--- config.mk ---
export PLATFORM = sky130hd
export DESIGN_NAME = mario_motion_ctrl
export DESIGN_NICKNAME = d
export VERILOG_FILES = /design/src/rtl/mario_pkg.sv /design/src/rtl/mario_motion_ctrl_jump_profile.sv /design/src/rtl/mario_motion_ctrl.sv
export SDC_FILE = /design/constraint.sdc
export NUM_CORES = 1
export LEC_CHECK = 0
export CAP_MARGIN = 40
export CORE_MARGIN = 5
export CORE_UTILIZATION = 40
export DETAILED_ROUTE_END_ITERATION = 8
export HOLD_SLACK_MARGIN = 0.03
export PLACE_DENSITY = 0.74
export SLEW_MARGIN = 5
export SYNTH_ARGS = -nofsm -noshare
export SYNTH_HDL_FRONTEND = slang
export SYNTH_SLANG_ARGS = --single-unit
--- constraint.sdc ---
create_clock -name frame_clk -period 4.44 [get_ports frame_clk]
set_input_delay 0.444 -clock frame_clk [delete_from_list [all_inputs] [get_ports frame_clk]]
set_output_delay 0.444 -clock frame_clk [all_outputs]
set_load 0.1 [all_outputs]
--- src/rtl/mario_pkg.sv ---
// Shared types and key codes for the player motion controller.
package mario_pkg;

  typedef enum logic [1:0] {
    ST_FALL    = 2'd0,
    ST_GROUND  = 2'd1,
    ST_RISE    = 2'd2,
    ST_RESPAWN = 2'd3
  } motion_state_t;

  localparam logic [7:0] KEY_LEFT  = 8'h04;
  localparam logic [7:0] KEY_RIGHT = 8'h07;
  localparam logic [7:0] KEY_JUMP  = 8'h1A;

endpackage

--- src/rtl/mario_motion_ctrl_jump_profile.sv ---
// Decaying upward-speed generator: loads JUMP_V0, drops 1 px/frame every DECAY_PERIOD ticks.
module jump_profile #(
  parameter int JUMP_V0      = 9,
  parameter int DECAY_PERIOD = 6
) (
  input  logic       frame_clk,
  input  logic       Reset,
  input  logic       load,
  input  logic       clear,
  input  logic       tick,
  output logic [5:0] up_speed,
  output logic       done
);

  localparam int DCW = $clog2(DECAY_PERIOD + 1);

  logic [DCW-1:0] dcnt_q;
  logic           wrap;

  assign wrap = (dcnt_q == DCW'(DECAY_PERIOD - 1));
  // done looks ahead: the next tick would decrement the speed to zero
  assign done = wrap && (up_speed <= 6'd1);

  always_ff @(posedge frame_clk or posedge Reset) begin
    if (Reset) begin
      up_speed <= '0;
      dcnt_q   <= '0;
    end else if (clear) begin
      up_speed <= '0;
      dcnt_q   <= '0;
    end else if (load) begin
      up_speed <= 6'(JUMP_V0);
      dcnt_q   <= '0;
    end else if (tick) begin
      if (wrap) begin
        dcnt_q <= '0;
        if (up_speed != 6'd0) up_speed <= up_speed - 6'd1;
      end else begin
        dcnt_q <= dcnt_q + DCW'(1);
      end
    end
  end

endmodule

--- src/rtl/mario_motion_ctrl.sv ---
// Per-frame player motion sequencer: keycode + collision flags -> registered velocity commands.
//  state   | meaning
//  FALL    | airborne, falling at TERMINAL
//  GROUND  | standing on floor, may walk or jump
//  RISE    | jumping, upward speed decays over time
//  RESPAWN | out of bounds, frozen until position reload settles
module mario_motion_ctrl
  import mario_pkg::*;
#(
  parameter int WALK_SPEED     = 2,
  parameter int TERMINAL       = 3,
  parameter int JUMP_V0        = 9,
  parameter int DECAY_PERIOD   = 6,
  parameter int Y_LIMIT        = 480,
  parameter int RESPAWN_FRAMES = 30
) (
  input  logic       frame_clk,
  input  logic       Reset,
  input  logic [7:0] keycode,
  input  logic       on_ground,
  input  logic       head_hit,
  input  logic       wall_left,
  input  logic       wall_right,
  input  logic [9:0] pos_y,
  output logic [5:0] vel_right,
  output logic [5:0] vel_left,
  output logic [5:0] vel_up,
  output logic [5:0] vel_down,
  output logic [1:0] state,
  output logic       respawn
);

  localparam int RCW = $clog2(RESPAWN_FRAMES + 1);

  motion_state_t  st_q, st_d;
  logic [RCW-1:0] rcnt_q;
  logic           jump_armed;
  logic           jp_load, jp_clear, jp_tick, jp_done;
  logic           oob;

  assign state = st_q;
  assign oob   = (st_q != ST_RESPAWN) && (pos_y > 10'(Y_LIMIT));

  always_comb begin
    st_d = st_q;
    case (st_q)
      ST_RESPAWN: if (rcnt_q == '0) st_d = ST_FALL;
      ST_FALL:    if (on_ground) st_d = ST_GROUND;
      ST_GROUND: begin
        if (!on_ground) st_d = ST_FALL;
        else if (keycode == KEY_JUMP && jump_armed && !head_hit) st_d = ST_RISE;
      end
      ST_RISE:    if (head_hit || jp_done) st_d = ST_FALL;
      default:    st_d = ST_FALL;
    endcase
    if (oob) st_d = ST_RESPAWN;
  end

  // up_speed is held at zero whenever we are not rising, so it drives vel_up directly
  assign jp_load  = (st_q != ST_RISE) && (st_d == ST_RISE);
  assign jp_tick  = (st_q == ST_RISE) && (st_d == ST_RISE);
  assign jp_clear = (st_d != ST_RISE);

  jump_profile #(
    .JUMP_V0      (JUMP_V0),
    .DECAY_PERIOD (DECAY_PERIOD)
  ) u_jump_profile (
    .frame_clk (frame_clk),
    .Reset     (Reset),
    .load      (jp_load),
    .clear     (jp_clear),
    .tick      (jp_tick),
    .up_speed  (vel_up),
    .done      (jp_done)
  );

  always_ff @(posedge frame_clk or posedge Reset) begin
    if (Reset) begin
      st_q       <= ST_FALL;
      rcnt_q     <= '0;
      jump_armed <= 1'b1;
      respawn    <= 1'b0;
      vel_down   <= '0;
      vel_left   <= '0;
      vel_right  <= '0;
    end else begin
      st_q    <= st_d;
      respawn <= oob;

      if (oob)
        rcnt_q <= RCW'(RESPAWN_FRAMES - 1);
      else if (st_q == ST_RESPAWN && rcnt_q != '0)
        rcnt_q <= rcnt_q - RCW'(1);

      if (keycode != KEY_JUMP) jump_armed <= 1'b1;
      else if (jp_load)        jump_armed <= 1'b0;

      vel_down  <= (st_d == ST_FALL) ? 6'(TERMINAL) : 6'd0;
      vel_left  <= (st_d != ST_RESPAWN && keycode == KEY_LEFT && !wall_left)
                   ? 6'(WALK_SPEED) : 6'd0;
      vel_right <= (st_d != ST_RESPAWN && keycode == KEY_RIGHT && !wall_right)
                   ? 6'(WALK_SPEED) : 6'd0;
    end
  end

endmodule

# Word level (Yosys, flattened, before mapping)
# Index checks and enable logic that the tools add are counted.
[word_totals]
in_bits = 24
ff_bits = 24
elab_cells = 76
[classes]
reduce_logical = 26
n_mux = 23
addsub = 3
eq_ne = 13
order_cmp = 2
[ops]
columns = ["op", "count"]
rows = [
  ["6-bit 2-to-1 mux", 5],
  ["2-bit 2-to-1 mux", 9],
  ["8-bit by 3-bit equality test with 1-bit output (second input constant)", 2],
  ["3-bit 2-to-1 mux", 4],
  ["1-bit logical AND", 11],
  ["10-bit by 9-bit greater-than comparator with 1-bit output (second input constant)", 1],
  ["5-bit 2-to-1 mux", 2],
  ["3-bit nonzero test", 3],
  ["8-bit by 5-bit equality test with 1-bit output (second input constant)", 1],
  ["2-bit != test (second input constant)", 4],
  ["8-bit by 5-bit != test with 1-bit output (second input constant)", 1],
  ["2-bit case mux with 4 select lines", 1],
  ["2-bit equality test (second input constant)", 3],
  ["6-bit by 1-bit <= comparator with 1-bit output (second input constant)", 1],
  ["6-bit nonzero test", 1],
  ["6-bit by 1-bit subtractor with 6-bit output (second input constant)", 1],
  ["5-bit logical NOT", 1],
  ["5-bit nonzero test", 1],
  ["5-bit by 1-bit subtractor with 5-bit output (second input constant)", 1],
  ["2-bit logical NOT", 2],
  ["2-bit nonzero test", 2],
  ["3-bit by 1-bit adder with 3-bit output (second input constant)", 1],
  ["3-bit equality test (second input constant)", 1],
  ["1-bit logical NOT", 3],
  ["4 further kinds", 5],
]

# Logic depth before layout (Yosys ltp)
[logic_depth]
ltp_word = 12
depth_mapped = 6
mapped_depth_nobuf = 6

# Hierarchy
# Synthesis repeated with hierarchy kept, for this count alone.
[hier_totals]
cells_unflattened = 136
area_unflattened_um2 = 1310.0
[by_module_without_submodules]
columns = ["mod", "area_per_inst_um2", "seq_area_each_um2", "cells_per_inst", "n_inst"]
rows = [
  ["mario_motion_ctrl", 759.5, 301.5, 79, 1],
  ["jump_profile", 550.5, 225.2, 57, 1],
]

# Worst setup path after synthesis
# No wires, ideal clock.
[synth_timing]
path_kind = "register to register"
start = "register u_jump_profile.up_speed[2]"
end = "register u_jump_profile.up_speed[1]"
required_time_ns = 4.297
path_stages_with_launch = 5
setup_time_ns = 0.143
t_arrival_ns = 2.069
synth_period_minus_slack_ns = 2.212
setup_slack_ns = 2.228
cell_sequence = "dfrtp_1 -> or4_1 -> o311a_1 -> a21oi_2 -> a2111oi_0"
[synth_between]
elab_chain_cells = 10
elab_cells_between_ends = 17
cone_classes = "1 x order compare; 2 x eq/ne; 5 x mux; 9 x reduce/logical"
[synth_lines]
columns = ["element", "line_no", "text"]
rows = [
  ["from (decl)", "mario_motion_ctrl_jump_profile.sv:11", "output logic [5:0] up_speed,"],
  ["from (signal assigned)", "mario_motion_ctrl_jump_profile.sv:32", "up_speed <= 6'(JUMP_V0);"],
  ["from (signal assigned)", "mario_motion_ctrl_jump_profile.sv:37", "if (up_speed != 6'd0) up_speed <= up_speed - 6'd1;"],
  ["6-bit by 1-bit <= comparator with 1-bit output", "mario_motion_ctrl_jump_profile.sv:22", "assign done = wrap && (up_speed <= 6'd1);"],
  ["1-bit logical AND", "mario_motion_ctrl_jump_profile.sv:22", ""],
  ["1-bit logical OR", "mario_motion_ctrl.sv:53", "ST_RISE: if (head_hit || jp_done) st_d = ST_FALL;"],
  ["2-bit 2-to-1 mux", "mario_motion_ctrl.sv:53", ""],
  ["2-bit case mux with 4 select lines", "mario_motion_ctrl.sv:46", "case (st_q)"],
  ["2-bit 2-to-1 mux", "mario_motion_ctrl.sv:56", "if (oob) st_d = ST_RESPAWN;"],
  ["2-bit equality test", "mario_motion_ctrl.sv:60, mario_motion_ctrl.sv:61", ""],
  ["1-bit logical AND (on tied branches)", "mario_motion_ctrl.sv:60, mario_motion_ctrl.sv:61", ""],
  ["3-bit nonzero test (no source line) or 6-bit 2-to-1 mux (tied branches)", "-", ""],
  ["3-bit AND reduction (no source line) or 6-bit 2-to-1 mux (tied branches)", "-", ""],
]
# Parallel ways exist; a longest one is shown, timed or not.
# A chain may end at the register's enable or synchronous reset.

# Final worst setup path
[layout_timing]
start = "register rcnt_q[0]"
end = "register vel_left[1]"
[layout_between]
elab_chain_cells = 8
[layout_lines]
columns = ["element", "line_no", "text"]
rows = [
  ["from (decl)", "mario_motion_ctrl.sv:36", "logic [RCW-1:0] rcnt_q;"],
  ["from (signal assigned)", "mario_motion_ctrl.sv:91", "rcnt_q <= RCW'(RESPAWN_FRAMES - 1);"],
  ["from (signal assigned)", "mario_motion_ctrl.sv:93", "rcnt_q <= rcnt_q - RCW'(1);"],
  ["5-bit logical NOT", "mario_motion_ctrl.sv:47", "ST_RESPAWN: if (rcnt_q == '0) st_d = ST_FALL;"],
  ["2-bit 2-to-1 mux", "mario_motion_ctrl.sv:47", ""],
  ["2-bit case mux with 4 select lines", "mario_motion_ctrl.sv:46", ""],
  ["2-bit 2-to-1 mux", "mario_motion_ctrl.sv:56", ""],
  ["2-bit != test", "mario_motion_ctrl.sv:99", "vel_left <= (st_d != ST_RESPAWN && keycode == KEY_LEFT && !wall_left)"],
  ["1-bit logical AND (2 in series)", "mario_motion_ctrl.sv:99", ""],
  ["2-bit 2-to-1 mux", "mario_motion_ctrl.sv:100", "? 6'(WALK_SPEED) : 6'd0;"],
  ["to (signal assigned)", "mario_motion_ctrl.sv:99", ""],
  ["to (decl)", "mario_motion_ctrl.sv:26", "output logic [5:0] vel_left,"],
]
# No other way between the ends.

==> run_results.csv <==
group,metric,value,unit
sta,hold_violations,0,
power_and_ir_drop,pwr_density_cell,484,nW/um^2
global_routing,grt_max_degree,22,
status,outcome,"finished clean",
setup_path,crit_family,"simple AND/OR/NAND/NOR gates",
synthesis,synth-seq-cells,21,
setup_path,critical_path_class,"flop to flop",
setup_path,path_depth,6,
synthesis,ys_seq_area_frac,0.430,
clock_tree,cts_buffer_depth,2,
setup_path,r2r_setup_slack,2.43,ns
global_routing,grt_pass1_vias,1139,
floorplanning,die_w,65.3,um
setup_path,critPathLaunchType,"flop",
clock_tree,cts_tree,"yes",
global_routing,antenna_found_initial,0,
placed_design,port_buffers,36,
power_and_ir_drop,irDropWorstVdd,0.491,mV
setup_path,worst_setup_path_end_kind,"flop",
finish,regArea,527,um^2
routing,drc,0,
routing,final_antenna_net_count,0,
power_and_ir_drop,p_sw_frac,0.500,
synthesis,synth.avg_cell_area,9.80,um^2
routing,vias,1063,
hold_path,min_from,"u_jump_profile.dcnt_q[0]$_DFFE_PP0P_",
power_and_ir_drop,switching_power,432,uW
sta,maxSlewHeadroom,0.474,
clock_tree,clkLatencyLatePin,0.30,ns
power_and_ir_drop,internal-power,432,uW
placed_design,dp_cells,205,
sta,fin_crit_sh,0.453,
finish,fill_cells,265,
placed_design,place_congestion,0.745,
clock_tree,root_buffer,"clkbuf_4",
finish,num_antenna_cells,0,
synthesis,yosysUniqueCellTypes,37,
global_routing,grt-ovfl-total,0,
finish,final_layout_size_suffix_gt1_frac,0.136,
flow_run,maxCapViolations,0,
global_routing,grt_pass1_wl,4770,um
routing,dr.first_iter.drc_count,33,
routing,wire_per_inst,12.7,um
synthesis,ys_warn_count,0,
global_routing,grt_usage,0.141,
power_and_ir_drop,power.leakage,0.743,nW
floorplanning,dieArea,4270,um^2
setup_path,critPathRequiredTime,4.66,ns
placed_design,place_area,1760,um^2
placed_design,dp_hpwl,2210,um
synthesis,syn_area,1220,um^2
routing,wirelength,2650,um
power_and_ir_drop,p_comb_frac,0.591,
setup_path,crit_buf_inv,1,
floorplanning,pin_count,51,
finish,multiInputGateArea,597,um^2
clock_tree,cts_resized,0,
setup_path,critPathMaxFanout,5,
power_and_ir_drop,clkPwrFrac,0.105,
floorplanning,initial_utilization,0.408,
clock_tree,clkTransAtPathRegs,0.12,ns
sta,rsz0062_at_grt,"no",
routing,firstDrtPassIters,4,
sta,tightest_slew,0.788,ns
setup_path,r2r-end,"vel_left[1]$_DFF_PP0_",
clock_tree,cts_setup_buffers,0,
clock_tree,h-tree-depth,1,
sta,period_needed,2.01,ns
setup_path,crit_path_start,"rcnt_q[0]$_DFFE_PP0P_",
routing,viasPerCell,5.09,
sta,finalSetupTns,0,ns
clock_tree,cts_made_buffers,3,
setup_path,critPathMaxStageDelay,0.49,ns
finish,final_nets,205,
finish,area_growth,45.7,%
floorplanning,core_area,3000,um^2
sta,maxSlewViolCount,0,
setup_path,r2r_start,"rcnt_q[0]$_DFFE_PP0P_",
hold_path,hold_path.class,"flop to flop",
setup_path,crit_path_top_delay_cell,"nor4b_1",
sta,whs,0.492,ns
floorplanning,dieHeight,65.3,um
finish,final_cell_area,1780,um^2
setup_path,crit_chain,"inv_1 -> ha_1 -> nor4b_1 -> nor2_1 -> or3_4 -> nor4_2",
setup_path,arrival,2.23,ns
sta,fmax,0.497,GHz
setup_path,crit_end,"vel_left[1]$_DFF_PP0_",
clock_tree,cts_hold_buf,0,
power_and_ir_drop,p_seq_frac,0.304,
sta,setup_viol,0,
floorplanning,std_cell_rows,20,
sta,clock_skew,0.0131,ns
clock_tree,cts.sinks,21,
finish,finalNonFillerCells,209,
synthesis,synthCells,125,
setup_path,reg2regPathDepth,6,
==> worst reg2reg max path: cells and delay by family, from the launching register on <==
family	cells	cell delay (ns)
AND/OR/NAND/NOR	4	1.28
flip-flops	1	0.42
adder cells (fa/ha/maj)	1	0.16
buffers and inverters	1	0.07
==> cell usage in the layout (no fill, tap or decap), drive strengths merged, types with 3 or more instances in the layout <==
cell           count
nor4               3
dfrtp             20
buf               13
clkbuf             4
nor2               6
ha                 4
nor3              10
xnor2              7
or3                4
conb              14
a2111oi            3
clkdlybuf4s50     36
inv               10
nand2              9
a211oi             6
a21oi              3
==> worst min-delay path by stage <==
stage | endpoint | slack (ns) | cells after the start
3_5_place_dp | u_jump_profile.dcnt_q[0]$_DFFE_PP0P_ | 0.48 | 1
3_3_place_gp | u_jump_profile.dcnt_q[0]$_DFFE_PP0P_ | 0.48 | 1
2_1_floorplan | rcnt_q[0]$_DFFE_PP0P_ | 0.42 | 1
6_report | u_jump_profile.dcnt_q[0]$_DFFE_PP0P_ | 0.49 | 1
4_1_cts | u_jump_profile.dcnt_q[0]$_DFFE_PP0P_ | 0.50 | 1
5_1_grt | u_jump_profile.dcnt_q[0]$_DFFE_PP0P_ | 0.53 | 1
==> registers in the layout (all words and copies together) (netlist names) <==
name and flops:
vel_right 1, u_jump_profile.up_speed 6, jump_armed 1, respawn 1, rcnt_q 5, vel_down 1
state 2, u_jump_profile.dcnt_q 3, vel_left 1
==> synth_stat cells <==
| cell type | count | area share |
|---|---|---|
| or3_1 | 3 | 0.015 |
| nor2b_1 | 2 | 0.010 |
| a41oi_1 | 1 | 0.0072 |
| or4b_1 | 1 | 0.0082 |
| a2111oi_1 | 1 | 0.0082 |
| nand3b_1 | 2 | 0.012 |
| conb_1 | 1 | 0.0031 |
| inv_1 | 10 | 0.031 |
| a21bo_2 | 1 | 0.0082 |
| xnor2_1 | 7 | 0.050 |
| nand2_1 | 9 | 0.028 |
| a2111oi_0 | 2 | 0.014 |
| nand3_1 | 1 | 0.0041 |
| nor3_1 | 9 | 0.037 |
| and4_1 | 1 | 0.0072 |
| ha_1 | 4 | 0.041 |
| o311a_1 | 1 | 0.0082 |
| or3_4 | 1 | 0.0092 |
| nor4_1 | 2 | 0.010 |
| o41ai_1 | 1 | 0.0072 |
| buf_4 | 15 | 0.092 |
| a221o_1 | 1 | 0.0082 |
| dfstp_2 | 1 | 0.021 |
| or2_2 | 2 | 0.010 |
| dfrtp_1 | 20 | 0.41 |
| or4_1 | 2 | 0.012 |
| a211oi_1 | 6 | 0.037 |
| o21ai_0 | 2 | 0.0082 |
| nor4_2 | 1 | 0.010 |
| nand4_1 | 1 | 0.0051 |
| a21oi_1 | 2 | 0.0082 |
| nor2_1 | 6 | 0.018 |
| nand4b_1 | 1 | 0.0072 |
| nor3_2 | 1 | 0.0082 |
| a21o_1 | 2 | 0.012 |
| a21oi_2 | 1 | 0.0072 |
| nor4b_1 | 1 | 0.0072 |
==> cell type report <==
class	instances	share of cell area
Multi-Input combinational cell	92	0.335
Timing Repair Buffer	49	0.311
Sequential cell	21	0.295
Tap cell	33	0.0231
Inverter	10	0.0210
Clock buffer	4	0.0147
==> per-stage QoR <==
| stage | util | total power [mW] | setup slack (ns) |
|---|---|---|---|
| final | 0.594 | 0.864 | 2.43 |
| after global routing | 0.594 | 0.916 | 2.17 |
| after CTS | 0.594 | 0.872 | 2.40 |
| after detailed placement | 0.585 | 0.779 | 2.10 |
| after global placement | 0.520 | 0.697 | 2.18 |
| after floorplan | - | 0.612 | 2.23 |
==> layer usage <==
metal,routed length (um),share of wire,vias up,GRT usage
li1,-,-,520,-
met1,1080,0.41,496,0.167
met2,1360,0.52,42,0.254
met3,164,0.062,5,0.0239
met5,0,0,-,0
met4,38,0.014,0,0.0466
==> power groups by stage <==
| stage | Combinational (mW) | Clock [mW] | Sequential, mW |
|---|---|---|---|
| after floorplan | 0.221 | 0 | 0.391 |
| after global placement | 0.432 | 0 | 0.265 |
| after detailed placement | 0.514 | 0 | 0.265 |
| after CTS | 0.515 | 0.0947 | 0.263 |
| after global routing | 0.543 | 0.104 | 0.269 |
| final | 0.511 | 0.0908 | 0.262 |
==> cells by family after synthesis <==
kind of cell | after synthesis | share of synthesized area
and+or+nand+nor | 46 | 0.220
buffers and inverters | 25 | 0.123
AOI/OAI and AO/OA | 21 | 0.134
DFF | 21 | 0.430
xor gates and xnor gates | 7 | 0.0501
adders and majority gates | 4 | 0.0409
other | 1 | 0.00306
Power figures use the tool's default switching activity.
